**config.mk**
```make
export PLATFORM = sky130hd
export DESIGN_NAME = dht11_fnd_display
export DESIGN_NICKNAME = d
export VERILOG_FILES = /design/src/rtl/dht11_fnd_display.sv
export SDC_FILE = /design/constraint.sdc
export NUM_CORES = 1
export LEC_CHECK = 0
export CAP_MARGIN = 20
export CORE_ASPECT_RATIO = 1.75
export CORE_MARGIN = 1.5
export CORE_UTILIZATION = 25
export DETAILED_ROUTE_END_ITERATION = 8
export GPL_TIMING_DRIVEN = 0
export SETUP_SLACK_MARGIN = 0.1
export SLEW_MARGIN = 15
export SYNTH_ARGS = -nofsm -noshare
export SYNTH_HDL_FRONTEND = slang
export SYNTH_SLANG_ARGS = --single-unit
```
**constraint.sdc**
```tcl
create_clock -name clk -period 2.2 [get_ports clk]
set_input_delay 0.55 -clock clk [delete_from_list [all_inputs] [get_ports clk]]
set_output_delay 0.55 -clock clk [all_outputs]
set_load 0.005 [all_outputs]
```
**src/rtl/dht11_fnd_display.sv**
```systemverilog
// dht11_fnd_display: turns the dht11 humidity/temperature bytes into two BCD digits each,
// using sequential double-dabble, and scans them onto a 4-digit common-anode 7-segment
// display as HH.TT.
//   clk          system clock, rising edge
//   reset_n      asynchronous active-low reset
//   humidity     binary humidity byte (%RH)
//   temperature  binary temperature byte (degC)
//   seg_7        segments {dp,g,f,e,d,c,b,a}, active-low
//   com          digit enables, active-low, com[3] leftmost
//   over_range   either displayed value was clamped to 99
//   busy         conversion in flight
module dht11_fnd_display #(
  parameter int unsigned SCAN_DIV = 100_000
) (
  input  logic       clk,
  input  logic       reset_n,
  input  logic [7:0] humidity,
  input  logic [7:0] temperature,
  output logic [7:0] seg_7,
  output logic [3:0] com,
  output logic       over_range,
  output logic       busy
);

  localparam int unsigned CntW = (SCAN_DIV > 1) ? $clog2(SCAN_DIV) : 1;

  typedef enum logic [1:0] {StIdle, StConv, StDone} state_e;

  state_e         state_q, state_d;
  logic [15:0]    last_raw_q, last_raw_d;
  logic [7:0]     bin_h_q, bin_h_d, bin_t_q, bin_t_d;
  logic [9:0]     bcd_h_q, bcd_h_d, bcd_t_q, bcd_t_d;
  logic [2:0]     bit_cnt_q, bit_cnt_d;
  logic           busy_q, busy_d;
  logic           over_q, over_d;
  // {hum tens, hum ones, tmp tens, tmp ones}; nibble i is scan index i
  logic [15:0]    digits_q, digits_d;
  logic [CntW-1:0] scan_cnt_q, scan_cnt_d;
  logic [1:0]     idx_q, idx_d, idx_next;
  logic [7:0]     seg_q, seg_d;
  logic [3:0]     com_q, com_d;
  logic           tick;

  // One double-dabble step: correct nibbles >=5, then shift {bcd,bin} left.
  function automatic logic [17:0] dd_step(input logic [9:0] bcd, input logic [7:0] bin);
    logic [9:0] adj;
    adj = bcd;
    if (adj[3:0] >= 4'd5) adj[3:0] = adj[3:0] + 4'd3;
    if (adj[7:4] >= 4'd5) adj[7:4] = adj[7:4] + 4'd3;
    return {adj[8:0], bin, 1'b0};
  endfunction

  function automatic logic [7:0] clamp_digits(input logic [9:0] bcd);
    return (bcd[9:8] != 2'd0) ? 8'h99 : bcd[7:0];
  endfunction

  function automatic logic [7:0] seg_code(input logic [3:0] d);
    logic [7:0] c;
    case (d)
      4'd0:    c = 8'hC0;
      4'd1:    c = 8'hF9;
      4'd2:    c = 8'hA4;
      4'd3:    c = 8'hB0;
      4'd4:    c = 8'h99;
      4'd5:    c = 8'h92;
      4'd6:    c = 8'h82;
      4'd7:    c = 8'hF8;
      4'd8:    c = 8'h80;
      4'd9:    c = 8'h90;
      default: c = 8'hFF;
    endcase
    return c;
  endfunction

  // Conversion FSM
  always_comb begin
    state_d    = state_q;
    last_raw_d = last_raw_q;
    bin_h_d    = bin_h_q;
    bin_t_d    = bin_t_q;
    bcd_h_d    = bcd_h_q;
    bcd_t_d    = bcd_t_q;
    bit_cnt_d  = bit_cnt_q;
    busy_d     = busy_q;
    over_d     = over_q;
    digits_d   = digits_q;
    unique case (state_q)
      StIdle: begin
        if ({humidity, temperature} != last_raw_q) begin
          last_raw_d = {humidity, temperature};
          bin_h_d    = humidity;
          bin_t_d    = temperature;
          bcd_h_d    = '0;
          bcd_t_d    = '0;
          bit_cnt_d  = '0;
          busy_d     = 1'b1;
          state_d    = StConv;
        end
      end
      StConv: begin
        {bcd_h_d, bin_h_d} = dd_step(bcd_h_q, bin_h_q);
        {bcd_t_d, bin_t_d} = dd_step(bcd_t_q, bin_t_q);
        bit_cnt_d = bit_cnt_q + 3'd1;
        if (bit_cnt_q == 3'd7) state_d = StDone;
      end
      StDone: begin
        // All four digits land on the same edge so the scan never sees a mixed pair.
        digits_d = {clamp_digits(bcd_h_q), clamp_digits(bcd_t_q)};
        over_d   = (bcd_h_q[9:8] != 2'd0) || (bcd_t_q[9:8] != 2'd0);
        busy_d   = 1'b0;
        state_d  = StIdle;
      end
      default: state_d = StIdle;
    endcase
  end

  // Display scanner, free-running and independent of the FSM
  assign tick     = (scan_cnt_q == CntW'(SCAN_DIV - 1));
  assign idx_next = idx_q + 2'd1;

  always_comb begin
    scan_cnt_d = tick ? '0 : scan_cnt_q + 1'b1;
    idx_d      = idx_q;
    seg_d      = seg_q;
    com_d      = com_q;
    if (tick) begin
      idx_d = idx_next;
      com_d = ~(4'b0001 << idx_next);
      seg_d = seg_code(digits_q[{idx_next, 2'b00} +: 4]);
      if (idx_next == 2'd2) seg_d[7] = 1'b0;  // decimal point after humidity
    end
  end

  always_ff @(posedge clk or negedge reset_n) begin
    if (!reset_n) begin
      state_q    <= StIdle;
      last_raw_q <= 16'h0000;
      bin_h_q    <= '0;
      bin_t_q    <= '0;
      bcd_h_q    <= '0;
      bcd_t_q    <= '0;
      bit_cnt_q  <= '0;
      busy_q     <= 1'b0;
      over_q     <= 1'b0;
      digits_q   <= '0;
      scan_cnt_q <= '0;
      idx_q      <= '0;
      seg_q      <= 8'hFF;
      com_q      <= 4'b1111;
    end else begin
      state_q    <= state_d;
      last_raw_q <= last_raw_d;
      bin_h_q    <= bin_h_d;
      bin_t_q    <= bin_t_d;
      bcd_h_q    <= bcd_h_d;
      bcd_t_q    <= bcd_t_d;
      bit_cnt_q  <= bit_cnt_d;
      busy_q     <= busy_d;
      over_q     <= over_d;
      digits_q   <= digits_d;
      scan_cnt_q <= scan_cnt_d;
      idx_q      <= idx_d;
      seg_q      <= seg_d;
      com_q      <= com_d;
    end
  end

  assign seg_7      = seg_q;
  assign com        = com_q;
  assign over_range = over_q;
  assign busy       = busy_q;

endmodule

```
# Yosys cells after proc, flatten, opt, wreduce, memory -nomap -nowiden
# Memories as Yosys holds them, arrays and structs flattened. A register that Yosys moved wholly into a read port is not among the register bits.
# Cells that the tools add are included.
[totals]
register_bits = 106
romBits = 112
output_inout_bits = 14
elab_cells = 70
memories = 1
[classes]
n_addsub = 7
magnitude_cmp = 4
eq_ne = 8
n_shift = 2
n_mux = 22
bitwise_logic = 1
n_reduce_logical = 11
[mem_list]
columns = ["memory", "words", "word_bits", "rd", "rd_ports_with_merged_regs", "write_ports", "line", "text"]
rows = [
  ["(name not given)", 16, 7, 1, 1, 0, "59", "case (d)"],
]
[op_table]
columns = ["operator", "n"]
rows = [
  ["10-bit case mux with 2 select lines", 2],
  ["8-bit 2-to-1 mux", 4],
  ["8-bit case mux with 2 select lines", 2],
  ["17-bit by 1-bit adder with 17-bit output (second input constant)", 1],
  ["17-bit equality test (second input constant)", 1],
  ["17-bit 2-to-1 mux", 1],
  ["4-bit by 2-bit adder with 4-bit output (second input constant)", 4],
  ["4-bit by 3-bit greater-or-equal comparator with 1-bit output (second input constant)", 4],
  ["4-bit 2-to-1 mux", 4],
  ["16-bit != test", 1],
  ["16-bit by 5-bit variable part select with 4-bit output", 1],
  ["10-bit 2-to-1 mux", 1],
  ["2-bit AND reduction", 4],
  ["2-bit nonzero test", 4],
  ["3-bit case mux with 2 select lines", 1],
  ["2-bit equality test (second input constant)", 2],
  ["2-bit 2-to-1 mux", 2],
  ["2-bit != test (second input constant)", 2],
  ["4-bit NOT", 1],
  ["2-bit case mux with 2 select lines", 1],
  ["1-bit by 2-bit << shifter with 4-bit output (first input constant)", 1],
  ["3-bit by 1-bit adder with 3-bit output (second input constant)", 1],
  ["3-bit equality test (second input constant)", 1],
  ["3-bit 2-to-1 mux", 1],
  ["other kinds (7)", 8],
]

# Depth between registers and ports, before layout
# Gate-level depths: netlist of the first run.
[depth]
depth_word = 3
ltp_mapped = 9
ltp_nobuf = 8

# Worst setup path after synthesis of the first run
# No wires, ideal clock.
[synth_timing]
kind = "reg2reg"
start = "register idx_q[0]"
end = "register seg_q[5] (netlist: seg_7[5])"
arrival_ps = 2250
slack_ps = -108
stages_incl_launch_ff = 10
synth_period_minus_slack_ps = 2308
cell_sequence = "dfrtp_1 -> clkbuf_1 -> inv_1 -> ha_1 -> mux4_2 -> inv_1 -> ha_1 -> or2_2 -> a21oi_1 -> o22a_2"
[synth_between]
elab_chain_cells = 2
[synth_rtl]
columns = ["element", "line", "text"]
rows = [
  ["from (decl)", "39", "logic [1:0] idx_q, idx_d, idx_next;"],
  ["from (signal assigned)", "162", "idx_q <= idx_d;"],
  ["2-bit by 1-bit adder with 2-bit output", "119", "assign idx_next = idx_q + 2'd1;"],
  ["via idx_next[0]", "39", ""],
  ["16-bit by 5-bit variable part select with 4-bit output", "129", "seg_d = seg_code(digits_q[{idx_next, 2'b00} +: 4]);"],
  ["to (decl)", "40", "logic [7:0] seg_q, seg_d;"],
]
# The timed path passes the listed nets, and every way through them passes these cells.
# A chain may end at the register's enable or synchronous reset.

==> reports/metrics.csv, run 1 <==
metric,value,unit
status,"complete, no violations",
Cell Rows,68,
mapped cell area,5080,µm²
WS Path Type,flop to output port,
top post-synthesis cells by area,"dfrtp_1, mux2_2, nand2_1",
register area share after synthesis,0.520,
Max-Cap Viols,0,
fin crit share,0.913,
share of post-route cells with drive strength above 1,0.215,
"Distinct cells, synth",47,
routed length per instance,13.7,µm
ys flop type,dfrtp_1,
Critical Path Start Type,flop,
critical path endpoint category,output port,
Pins Over Slew Limit,0,
area grow syn2layout,23.3,%
Worst setup endpoint,seg_7[7],
Yosys reg bits,105,
vias per std cell,4.62,
Yosys top cell area share,0.463,
Adder-Cell Fraction of Synth Area,0.0492,
"Avg Cell Area, Syn",10.8,µm²
CTS Root Cell,clkbuf_16,
IO Port Bufs,31,
Critical-path top delay cell,dfstp_2,
sw frac,0.352,
initial antenna violation count,0,
number of global-route vias before repair,3724,
setup violators final,0,
r2r worst-path depth,6,
logic gate share of total power,0.399,
worst-path maximum fanout,3,
RSZ-0062 raised after global routing,yes,
setup TNS,0,ns
Critical Path Max Stage Delay,0.54,ns
Post-Synth XOR/XNOR Area,0.0655,
Tot Pwr,7.70,mW
M3 GR Usage,0.0161,
"setup slack, reg-to-reg",0.20,ns
Core Region,19800,µm²
Die ar.,21200,µm²
All-Layer GR Usage,0.108,
mux contribution to synthesized area,0.0842,
reg2reg end,idx_q[1],
DIE WIDTH,111,µm
number of synthesized flops with an enable pin,0,
Clock transition at path regs,0.07,ns
Peak Freq,498,MHz
Initial Util,0.256,
post-detail-place hpwl,7.47,mm
Ports,32,
Worst Path Arrival,1.46,ns
routed vias,3580,
Iter 0 DRT Violations,159,
critical path required time,1.65,ns
sequential power share,0.390,
nets,563,
Post-synth top cells,"dfrtp_1, nand2_1, mux2_2",
clk_lat worst skew,0.35,ns
met2 Use GR,0.198,
largest net degree at the start of global routing,75,
Worst Tran Pin Value,0.628,ns
Clock Sinks,105,
Worst setup startpoint,com[2],
clk buf depth,2,
most used routing layer,met2,
Mapped Cells,469,
RR Startpoint,scan_cnt_q[12],
worst hold path type,primary input to async pin,
static leakage power,2.77,nW
Pre-antenna DRT Iters,4,
Power Density,1230,nW/µm²
Simple-Gate Fraction of Synth Area,0.138,
die height,192,µm
dominant cell type by area after synthesis,dfrtp_1,
ys async rst share,1.00,
clock group share of total power,0.211,
yosys warns,0,
VDD IR max,0.656,mV
largest family of logic cells by synthesized area,simple AND/OR/NAND/NOR gates,
diode count,0,
hold_buf cts,0,
total routed wirelength,10.6,mm
cts bufs inserted,9,
global-route wire length before repair,18.3,mm
post-synthesis net count,507,
CTS tree,done,
H-tree levels,3,
GR Layer Usage met1,0.122,
internal power,4.99,mW
crit path cell chain,"buf_4, clkdlybuf4s50_1",
Final GP Congestion,0.799,
total grt overflow,0,
Compound-Gate Fraction of Synth Area,0.113,
endpoints failing hold,0,
post-route ant nets,0,
Worst Skew,0.00591,ns
Net Sw Power,2.71,mW
Slew headroom,0.578,
Tmin final,2.01,ns
cell with the most instances after synthesis,dfrtp_1,
DRC Markers,0,
[stage by stage]
stage               utilization  setup WS [ns]  std cells  hold slack [ns]  instance area, µm²
finish                    0.316          0.191        775           0.0738                6270
global route              0.316         0.0600        775           0.0907                6270
CTS                       0.313         0.0871        770           0.0788                6200
detailed placement        0.290         -0.715        746            0.449                5750
global placement          0.288          -3.54        745            0.442                5720
floorplan                     -          0.117        469            0.254                5100
[worst min-delay path by stage]
stage                        start  slack [ns]       endpoint  cells after the start
final                      reset_n        0.07  scan_cnt_q[7]                      1
after global routing       reset_n        0.09  scan_cnt_q[4]                      1
after CTS                  reset_n        0.08  scan_cnt_q[7]                      1
after detailed placement  seg_7[6]        0.45       seg_7[6]                      2
after global placement    seg_7[6]        0.44       seg_7[6]                      2
after floorplan            reset_n        0.25     bcd_h_q[0]                      0
[flip-flops by register name, summed over array words and instances (netlist names)]
signal,flops
busy,1
bin_h_q,8
bit_cnt_q,3
last_raw_q,16
bcd_h_q,10
scan_cnt_q,17
bcd_t_q,10
digits_q,16
idx_q,2
over_range,1
seg_7,7
bin_t_q,8
com,4
state_q,2
[routing by layer]
| layer | up-vias | wire length, µm |
|---|---|---|
| met5 | - | 0 |
| met4 | 0 | 229 |
| met3 | 15 | 240 |
| met2 | 51 | 5800 |
| met1 | 1776 | 4350 |
| li1 | 1738 | - |
[logic make-up after synthesis]
kind of cell / after synthesis
AOI/OAI and AO/OA: 93
xor gates and xnor gates: 38
adders and majority gates: 20
buffers and inverters: 34
DFF: 105
muxes: 34
and+or+nand+nor: 145
[final cells by class]
| class | instances | area, µm² |
|---|---|---|
| Clock inverter | 5 | 55.1 |
| Clock buffer | 11 | 243 |
| Fill cell | 2047 | 13600 |
| Sequential cell | 105 | 2640 |
| Inverter | 15 | 58.8 |
| Timing Repair Buffer | 46 | 447 |
| Buffer | 18 | 130 |
| Multi-Input combinational cell | 330 | 2390 |
| Tap cell | 245 | 307 |
[worst max-delay path: cells and delay by family, from the launching register on]
family / cells / cell delay (ns)
flops: 1 / 0.54
buf+inv: 2 / 0.58
[what timing repair did]
| action | in CTS | in global routing |
|---|---|---|
| buffers inserted | 7 | 5 |
| pin swaps | 12 | 7 |
| resized for setup | 35 | 18 |
| endpoints found under the setup margin | 63 | 59 |
| hold endpoints to repair | 0 | 0 |
| gates cloned | 2 | 0 |
[power groups by stage]
| stage | clock network (mW) | logic (mW) | registers (mW) |
|---|---|---|---|
| after floorplan | 0 | 2.22 | 2.89 |
| after global routing | 1.76 | 3.47 | 3.09 |
| after global placement | 0 | 2.79 | 3.00 |
| after CTS | 1.67 | 3.10 | 3.01 |
| final | 1.62 | 3.07 | 3.00 |
| after detailed placement | 0 | 2.87 | 3.02 |
[layout by cell type, fill, tap and decap left out, types with 4 or more instances in the layout]
| cell | count |
|---|---|
| clkdlybuf4s50_1 | 14 |
| o21ai_0 | 24 |
| dfrtp_1 | 94 |
| dfstp_2 | 11 |
| a31oi_1 | 4 |
| a21oi_1 | 23 |
| nand2_1 | 81 |
| xor2_1 | 9 |
| o22ai_1 | 4 |
| o22a_1 | 4 |
| mux2_2 | 30 |
| or3_1 | 4 |
| nor3_1 | 5 |
| nand2b_1 | 5 |
| o21ai_1 | 6 |
| dlymetal6s2s_1 | 6 |
| clkbuf_1 | 7 |
| ha_1 | 19 |
| nor2_1 | 17 |
| xnor2_2 | 6 |
| inv_1 | 12 |
| clkbuf_16 | 9 |
| dlygate4sd2_1 | 10 |
| xnor2_1 | 23 |
| buf_4 | 16 |
| nand4_1 | 8 |
| mux4_2 | 4 |
| a22o_1 | 9 |
No activity file was read; power rests on OpenSTA's default activity.
==> run 2, diff against run 1 <==
- ABC_CLOCK_PERIOD_IN_PS: default -> 2200
- PLACE_DENSITY_LB_ADDON: default -> 0.08
==> reports/metrics.csv, run 2 (synthesis results as in run 1) <==
metric,value,unit,change
status,"complete, no violations",,
Clock transition at path regs,0.07,ns,about the same
total routed wirelength,12.2,mm,+15%
Worst Path Arrival,2.26,ns,+0.80 ns
Ports,32,,unchanged
VDD IR max,0.519,mV,-21%
fin crit share,0.925,,+0.0118
registers with the most flip-flops,"scan_cnt_q (17), digits_q (16), last_raw_q (16)",,
cts bufs inserted,9,,unchanged
die height,192,µm,unchanged
share of post-route cells with drive strength above 1,0.217,,+0.00148
Net Sw Power,2.78,mW,+2.7%
reg2reg end,idx_q[1],,
Peak Freq,492,MHz,-1.3%
post-detail-place hpwl,8.74,mm,+17%
clk buf depth,2,,unchanged
clk_lat worst skew,0.35,ns,about the same
Worst Skew,0.00622,ns,+0.000315 ns
H-tree levels,3,,unchanged
clock group share of total power,0.212,,about the same
routed length per instance,15.7,µm,+15%
critical path required time,2.43,ns,+0.78 ns
Final GP Congestion,0.789,,-1.3%
WS Path Type,flop to flop,,
max reg flops,17,,unchanged
"setup slack, reg-to-reg",0.17,ns,-0.03 ns
Pins Over Slew Limit,0,,unchanged
sw frac,0.356,,+0.00375
Clock Sinks,105,,unchanged
worst hold path type,primary input to async pin,,
fill count,2050,,+0.15%
Critical Path Start Type,flop,,
All-Layer GR Usage,0.122,,+0.0141
global-route wire length before repair,20.1,mm,+9.6%
Top reg by flops,scan_cnt_q,,
hold_buf cts,0,,unchanged
Core Region,19800,µm²,unchanged
Iter 0 DRT Violations,134,,-16%
cell count after placement,746,,unchanged
CTS tree,done,,
CTS Root Cell,clkbuf_16,,
RR Startpoint,scan_cnt_q[13],,
Worst Tran Pin Value,0.652,ns,+0.0242 ns
Cell Rows,68,,unchanged
static leakage power,2.81,nW,+1.5%
nets,565,,+0.36%
Slew headroom,0.562,,-0.0162
Power Density,1240,nW/µm²,+1.2%
Worst setup startpoint,scan_cnt_q[13],,
Tmin final,2.03,ns,+0.0259 ns
DIE WIDTH,111,µm,unchanged
DRC Markers,0,,unchanged
setup violators final,0,,unchanged
largest net degree at the start of global routing,72,,-4.0%
area grow syn2layout,23.9,%,
diode count,0,,unchanged
final cell utilization of the core,0.318,,+0.00139
Pre-antenna DRT Iters,4,,unchanged
Die ar.,21200,µm²,unchanged
Tot Pwr,7.82,mW,+1.6%
post-route ant nets,0,,unchanged
"most common cell after layout, fill and taps aside",dfrtp_1,,
Initial Util,0.256,,unchanged
routed vias,3533,,-1.3%
IO Port Bufs,31,,unchanged
total grt overflow,0,,unchanged
critical path endpoint category,flop,,
sequential power share,0.385,,-0.005
"commonest non-fill, non-tap cells in the layout","dfrtp_1, nand2_1, mux2_2",,
worst-path maximum fanout,10,,+7
Final Non-Filler Cells,776,,+0.13%
number of global-route vias before repair,3756,,+0.86%
initial antenna violation count,0,,unchanged
Max-Cap Viols,0,,unchanged
Worst setup endpoint,idx_q[1],,
logic gate share of total power,0.403,,+0.004
vias per std cell,4.55,,-1.4%
r2r worst-path depth,6,,unchanged
internal power,5.04,mW,+1.0%
RSZ-0062 raised after global routing,no,,
endpoints failing hold,0,,unchanged
==> run 2: cell types whose count changed in the layout (fill, tap and decap cells not counted), sizes merged <==
cell         before  now
clkbuf           22   23
dlygate4sd2      10    9
buf              23   26
clkinvlp          2    0
==> run 2: power groups by stage <==
stage / Clock, mW / Combinational (mW) / Sequential, mW
6_report: 1.66 / 3.15 / 3.01
3_5_place_dp: 0 / 2.96 / 3.05
3_3_place_gp: 0 / 2.90 / 3.03
2_1_floorplan: 0 / 2.22 / 2.89
5_1_grt: 1.80 / 3.57 / 3.10
4_1_cts: 1.73 / 3.12 / 3.02
==> run 2: worst min path at each step <==
stage | cells after the start | slack [ns] | end
after floorplan | 0 | 0.25 | bcd_h_q[0]
after detailed placement | 2 | 0.45 | seg_7[6]
final | 1 | 0.1 | scan_cnt_q[3]
after global routing | 1 | 0.10 | scan_cnt_q[4]
after CTS | 1 | 0.09 | scan_cnt_q[3]
after global placement | 2 | 0.45 | seg_7[6]
==> run 2: what timing repair did <==
action                                 4_1_cts  5_1_grt
setup buffers                                7        7
pin swaps                                    9       10
gates resized for setup                     34       24
endpoints found under the hold margin        0        0
gates cloned                                 1        1
setup endpoints to repair                   69       50
==> run 2: stage by stage <==
| stage | setup TNS, ns | worst slack (ns) | instance area [µm²] | hold slack, ns |
|---|---|---|---|---|
| after floorplan | 0 | 0.117 | 5100 | 0.254 |
| after global placement | -426.31 | -3.83 | 5720 | 0.448 |
| after detailed placement | -41.58 | -0.910 | 5750 | 0.446 |
| after CTS | 0 | 0.0747 | 6180 | 0.0895 |
| after global routing | 0 | 0.0976 | 6300 | 0.105 |
| final | 0 | 0.165 | 6300 | 0.0958 |
==> run 2: worst max-delay path, cell delays in order (launching register included) <==
cell and delay [ns]:
dfrtp_1 0.41, or4b_4 0.56, nor4b_4 0.31, and4_1 0.24, buf_6 0.15, clkbuf_8 0.18
o21ai_0 0.08
==> run 2: final cells by class <==
cell class                      instances  area [µm²]  share of cell area
Buffer                                 18         138              0.0219
Clock buffer                           12         256              0.0407
Clock inverter                          3        40.0             0.00636
Inverter                               15        58.8             0.00934
Multi-Input combinational cell        330        2390               0.380
Sequential cell                       105        2640               0.419
Tap cell                              245         307              0.0487
Timing Repair Buffer                   48         463              0.0735
==> run 2: routing by layer <==
layer  GRT usage  part of all wire
met1       0.134              0.40
met2       0.228              0.54
met3      0.0234             0.026
met4      0.0508             0.033
met5           0                 0
